--- src/rtl/input_buffer_pkg.sv ---
// Shared parameters and packet FSM encoding
// for the router input buffer.
package input_buffer_pkg;

  localparam int TAM_FLIT   = 16;
  localparam int TAM_BUFFER = 4;

  typedef enum logic [2:0] {
    S_INIT       = 3'd0,
    S_HEADER     = 3'd1,
    S_SENDHEADER = 3'd2,
    S_SIZE       = 3'd3,
    S_PAYLOAD    = 3'd4,
    S_END        = 3'd5
  } state_t;

endpackage

--- src/rtl/input_buffer_fifo_circ.sv ---
// Circular flit FIFO: storage, pointers,
// occupancy count and zero-masked head.
module input_buffer_fifo_circ
  import input_buffer_pkg::*;
#(
  parameter int W     = TAM_FLIT,
  parameter int DEPTH = TAM_BUFFER
) (
  input  logic         clk,
  input  logic         rst_n,
  input  logic         push,
  input  logic         pop,
  input  logic [W-1:0] din,
  output logic [W-1:0] head,
  output logic         full,
  output logic         empty
);

  localparam int PTR_W = $clog2(DEPTH);
  localparam logic [PTR_W:0] CNT_FULL = (PTR_W+1)'(DEPTH);
  localparam logic [PTR_W:0] CNT_ONE  = (PTR_W+1)'(1);
  localparam logic [PTR_W-1:0] PTR_ONE = PTR_W'(1);

  logic [W-1:0]     mem [DEPTH];
  logic [PTR_W-1:0] wr_ptr;
  logic [PTR_W-1:0] rd_ptr;
  logic [PTR_W:0]   count;
  logic             wr_en;
  logic             rd_en;

  assign full  = (count == CNT_FULL);
  assign empty = (count == '0);
  assign wr_en = push && !full;
  assign rd_en = pop && !empty;
  assign head  = empty ? '0 : mem[rd_ptr];

  // power-of-2 depth lets the pointers wrap naturally
  always_ff @(posedge clk or negedge rst_n) begin
    if (!rst_n) begin
      wr_ptr <= '0;
      rd_ptr <= '0;
      count  <= '0;
    end else begin
      if (wr_en) wr_ptr <= wr_ptr + PTR_ONE;
      if (rd_en) rd_ptr <= rd_ptr + PTR_ONE;
      case ({wr_en, rd_en})
        2'b10:   count <= count + CNT_ONE;
        2'b01:   count <= count - CNT_ONE;
        default: count <= count;
      endcase
    end
  end

  always_ff @(posedge clk) begin
    if (wr_en) mem[wr_ptr] <= din;
  end

endmodule

--- src/rtl/input_buffer.sv ---
// Router per-port input stage: FIFO plus
// packet FSM driving the crossbar lanes.
module input_buffer
  import input_buffer_pkg::*;
#(
  parameter int FLIT_W = TAM_FLIT,
  parameter int DEPTH  = TAM_BUFFER
) (
  input  logic              i_clk,
  input  logic              i_rst_n,
  input  logic              i_rx,
  input  logic [FLIT_W-1:0] i_data_in,
  output logic              o_credit,
  output logic              o_h,
  input  logic              i_ack_h,
  output logic              o_data_av,
  output logic [FLIT_W-1:0] o_data,
  input  logic              i_data_ack,
  output logic              o_sender
);

  localparam logic [FLIT_W-1:0] CNT_ONE = FLIT_W'(1);

  state_t            state;
  state_t            state_nx;
  logic [FLIT_W-1:0] flit_cnt;
  logic [FLIT_W-1:0] flit_cnt_nx;
  logic [FLIT_W-1:0] head;
  logic              full;
  logic              empty;
  logic              pop;

  input_buffer_fifo_circ #(
    .W     (FLIT_W),
    .DEPTH (DEPTH)
  ) u_fifo (
    .clk   (i_clk),
    .rst_n (i_rst_n),
    .push  (i_rx),
    .pop   (pop),
    .din   (i_data_in),
    .head  (head),
    .full  (full),
    .empty (empty)
  );

  assign o_credit  = !full;
  assign o_data    = head;
  assign o_data_av = !empty &&
    (state inside {S_SENDHEADER, S_SIZE, S_PAYLOAD});
  assign pop       = o_data_av && i_data_ack;

  always_ff @(posedge i_clk or negedge i_rst_n) begin
    if (!i_rst_n) begin
      state    <= S_INIT;
      flit_cnt <= '0;
    end else begin
      state    <= state_nx;
      flit_cnt <= flit_cnt_nx;
    end
  end

  always_comb begin
    state_nx    = state;
    flit_cnt_nx = flit_cnt;
    o_h         = 1'b0;
    o_sender    = 1'b0;
    unique case (state)
      S_INIT: begin
        if (!empty) state_nx = S_HEADER;
      end
      S_HEADER: begin
        o_h = 1'b1;
        if (i_ack_h) state_nx = S_SENDHEADER;
      end
      S_SENDHEADER: begin
        o_sender = 1'b1;
        if (pop) state_nx = S_SIZE;
      end
      S_SIZE: begin
        o_sender = 1'b1;
        if (pop) begin
          flit_cnt_nx = head;
          state_nx    = (head == '0) ? S_END : S_PAYLOAD;
        end
      end
      S_PAYLOAD: begin
        o_sender = 1'b1;
        if (pop) begin
          flit_cnt_nx = flit_cnt - CNT_ONE;
          if (flit_cnt == CNT_ONE) state_nx = S_END;
        end
      end
      default: state_nx = S_INIT;
    endcase
  end

endmodule

--- config.mk ---
export PLATFORM = sky130hd
export DESIGN_NAME = input_buffer
export DESIGN_NICKNAME = d
export VERILOG_FILES = /design/src/rtl/input_buffer_pkg.sv /design/src/rtl/input_buffer_fifo_circ.sv /design/src/rtl/input_buffer.sv
export SDC_FILE = /design/constraint.sdc
export NUM_CORES = 1
export LEC_CHECK = 0
export ABC_AREA = 1
export CAP_MARGIN = 20
export CORE_ASPECT_RATIO = 1.2
export CORE_MARGIN = 3
export CORE_UTILIZATION = 50
export DETAILED_ROUTE_END_ITERATION = 16
export PLACE_DENSITY = 0.8
export SYNTH_ARGS = -nofsm -noshare
export SYNTH_HDL_FRONTEND = slang
export SYNTH_SLANG_ARGS = --single-unit
--- constraint.sdc ---
create_clock -name i_clk -period 2.62 [get_ports i_clk]
set_input_delay 0.262 -clock i_clk [delete_from_list [all_inputs] [get_ports i_clk]]
set_output_delay 0.262 -clock i_clk [all_outputs]
set_load 0.1 [all_outputs]
==> results by group <==
Synthesis
  – Top post-synthesis cells by area: edfxtp_1, dfrtp_1, nand2_1
  – #FFs+latches synth: 90
  – Syn_nets: 533
  – Main combinational cell family by area after synthesis: simple AND/OR/NAND/NOR gates
  – Mux cell area share after synthesis: 0%
  – Largest area contributor in the netlist: edfxtp_1
  – Post-Syn Instances: 504
  – Post-Synth Simple-Gate Area: 20.40%
  – Post-Syn Area: 0.004521 mm^2
  – Synth warn: 0
  – Syn_area_per_cell: 8.969 um^2
  – Yosys top cell area share: 42.51%
  – Seq/Total Area, Yosys: 56.91%
  – Adder-cell share of the synthesized area: 2.380%
  – Post-synthesis compound-gate area fraction: 8.580%
  – Xor/xnor share of the synthesized area: 2.325%
  – Cell variety after synth: 31

Job
  – Max Cap Viol: 0

Critical path
  – Crit. End Element: output pin
  – Cell depth of the worst flop-to-flop path: 10
  – Critical path arrival: 2.02 ns
  – Critical R2R Launch: state[0]$_DFFE_PN0P_
  – Worst r2r dst: u_fifo.count[2]$_DFFE_PN0P_
  – Crit path required time: 2.36 ns
  – Critical path type: reg -> out
  – Critical Path Sink: o_data[6]
  – Reg2reg setup slack: 0.34 ns
  – Worst Path Max Fanout: 17
  – Start point of the critical path: u_fifo.rd_ptr[1]$_DFFE_PN0P_
  – Startpoint types: flip-flop

Clock tree
  – Post-cts hold buffer count: 0
  – Postcts setup bufs: 0
  – CTS tree: built
  – Post-CTS resize count: 0
  – Clk_lat worst skew: 0.36 ns
  – Clock slew at the register clock pins of the worst setup and hold paths: 0.10 ns
  – Clock Path Buffers: 2
  – CTS Root Cell: clkbuf_8
  – Num CTS Buffers: 9
  – Num Clock Sinks: 90
  – H-tree depth: 3

Finish
  – Fillers: 700
  – Multi-input logic area: 0.001535 mm^2
  – Layout cell share with drive strength beyond 1: 12.64%
  – ANT cells: 0
  – Layout Nets: 578
  – FF/Latch Area: 0.002572 mm^2
  – Area growth syn-to-layout: 20.07%

Global route
  – Wire length of the first global-routing pass: 15,200 um
  – Via count of the first global-routing pass: 3,354
  – Initial antenna violation count: 0
  – Global route total overflow: 0
  – Largest net degree at the start of global routing: 35
  – GRT Resource Usage Total: 18.95%

STA
  – Final setup viols: 0
  – Max Clk Rate: 437.6 MHz
  – Tcrit/Tclk final: 87.23%
  – Slew @ Worst Pin: 0.5996 ns
  – Fin Setup TNS: 0 ns
  – Unrepaired setup endpoints after global routing: false
  – Final clock skew: 0.01574 ns
  – Slew Viols, Final: 0
  – Fin. Hold Viols: 0
  – Max-slew headroom at the worst pin: 59.98%
  – Tmin final: 2.285 ns

Floorplan
  – Core Region: 0.008703 mm^2
  – Die area: 0.01022 mm^2
  – IO Count: 41
  – Die height: 110.2 um
  – Die X: 92.80 um
  – FP Rows: 37
  – Initial Utilization: 51.94%

Detailed routing
  – Drt first pass iters: 5
  – DRT antenna net count: 0
  – Drt total wl: 9281 um
  – Vias post-DR: 3,419
  – Drc violations: 0
  – Routed vias/inst: 5.095
  – DRT iter0 DRCs: 259
  – WL per Instance: 13.83 um

Placement
  – Post-DP HPWL: 6471 um
  – Gpl congestion: 0.9083
  – PortBufs: 40

Min path
  – Worst Hold Class: in -> async

Run status
  – Outcome: complete, no violations
state kept, by name, indices dropped and copies added, names as in the netlist:
signal / cells
flit_cnt: 16
state: 3
u_fifo.count: 3
u_fifo.mem: 64
u_fifo.rd_ptr: 2
u_fifo.wr_ptr: 2
placed cells by master, fill, tap and decap left out, types with 2 or more instances in the layout:
master,Yosys,layout
a21oi_1,14,14
a21oi_2,6,6
buf_12,0,17
buf_4,0,14
clkbuf_8,0,9
clkdlybuf4s50_1,0,20
clkinv_4,0,2
clkinv_8,0,2
dfrtp_1,26,26
edfxtp_1,64,64
ha_1,7,7
inv_1,86,86
nand2_1,152,152
nand3_1,32,31
nor2_1,37,36
nor2_2,1,2
nor3_1,3,2
o21ai_0,23,23
o21ai_1,4,4
o21ai_2,7,7
o22ai_1,2,2
xnor2_1,2,2
xor2_1,10,10
layout make-up:
class | instances | share of cell area, %
clock inverters | 7 | 1.383
inverters | 87 | 6.063
well taps | 117 | 2.697
clock buffers | 9 | 2.282
repair buffers | 51 | 11.89
flip-flops and latches | 90 | 47.40
multi-input cells | 310 | 28.28
metrics by stage:
stage / instance area [um^2] / hold slack [ns] / worst slack [ns] / util [%] / std cells
2_1_floorplan: 4533 / -0.03359 / 0.06123 / - / 504
5_1_grt: 5428 / 0.2670 / 0.1092 / 62.36 / 671
3_5_place_dp: 5229 / 0.4707 / 0.3423 / 60.08 / 655
3_3_place_gp: 5229 / 0.4640 / 0.4366 / 60.08 / 655
4_1_cts: 5428 / 0.2611 / 0.3032 / 62.36 / 671
6_report: 5428 / 0.2567 / 0.3347 / 62.36 / 671
critical path, cell delays in order (launching register included):
cell and delay [ns]:
dfrtp_1 0.40, inv_1 0.45, o21ai_0 0.17, o21ai_0 0.18, nand2_1 0.15, inv_1 0.13, buf_12 0.18
per-layer routing:
layer  track usage, %  wire [um]  vias to the layer above
li1                 -          -                     1685
met1            22.96       3864                     1594
met2            32.22       4693                      116
met3            3.327        464                       24
met4            10.47        259                        0
met5                0          0                        -
Yosys cell counts, drive strengths merged:
cell,count
edfxtp,64
o211ai,2
a21oi,20
buf,11
nor3,3
o21bai,1
nand3,32
inv,87
o21ai,35
clkbuf,6
fa,1
nand3b,1
nor2,38
dfrtp,26
and3,1
o22ai,3
ha,7
xor2,10
nand2,154
xnor2,2
kinds of logic after synthesis:
kind of cell             count (synthesis)
AND/OR/NAND/NOR                        229
buffers and inverters                  104
flip-flops                              90
AO/OA/AOI/OAI                           61
XOR/XNOR                                12
adder cells (fa/ha/maj)                  8
how the worst min path moves through the flow:
stage	from	end	slack (ns)	cells after the start
after floorplan	i_rst_n	flit_cnt[0]$_DFFE_PN0P_	-0.03	0
after global placement	flit_cnt[14]$_DFFE_PN0P_	flit_cnt[14]$_DFFE_PN0P_	0.46	2
after detailed placement	flit_cnt[14]$_DFFE_PN0P_	flit_cnt[14]$_DFFE_PN0P_	0.47	2
after CTS	i_rst_n	flit_cnt[6]$_DFFE_PN0P_	0.26	2
after global routing	i_rst_n	flit_cnt[6]$_DFFE_PN0P_	0.27	2
final	i_rst_n	flit_cnt[6]$_DFFE_PN0P_	0.26	2
Power is not shown: default switching activity piles up to over one toggle a cycle in this logic, so the estimate is an artifact.
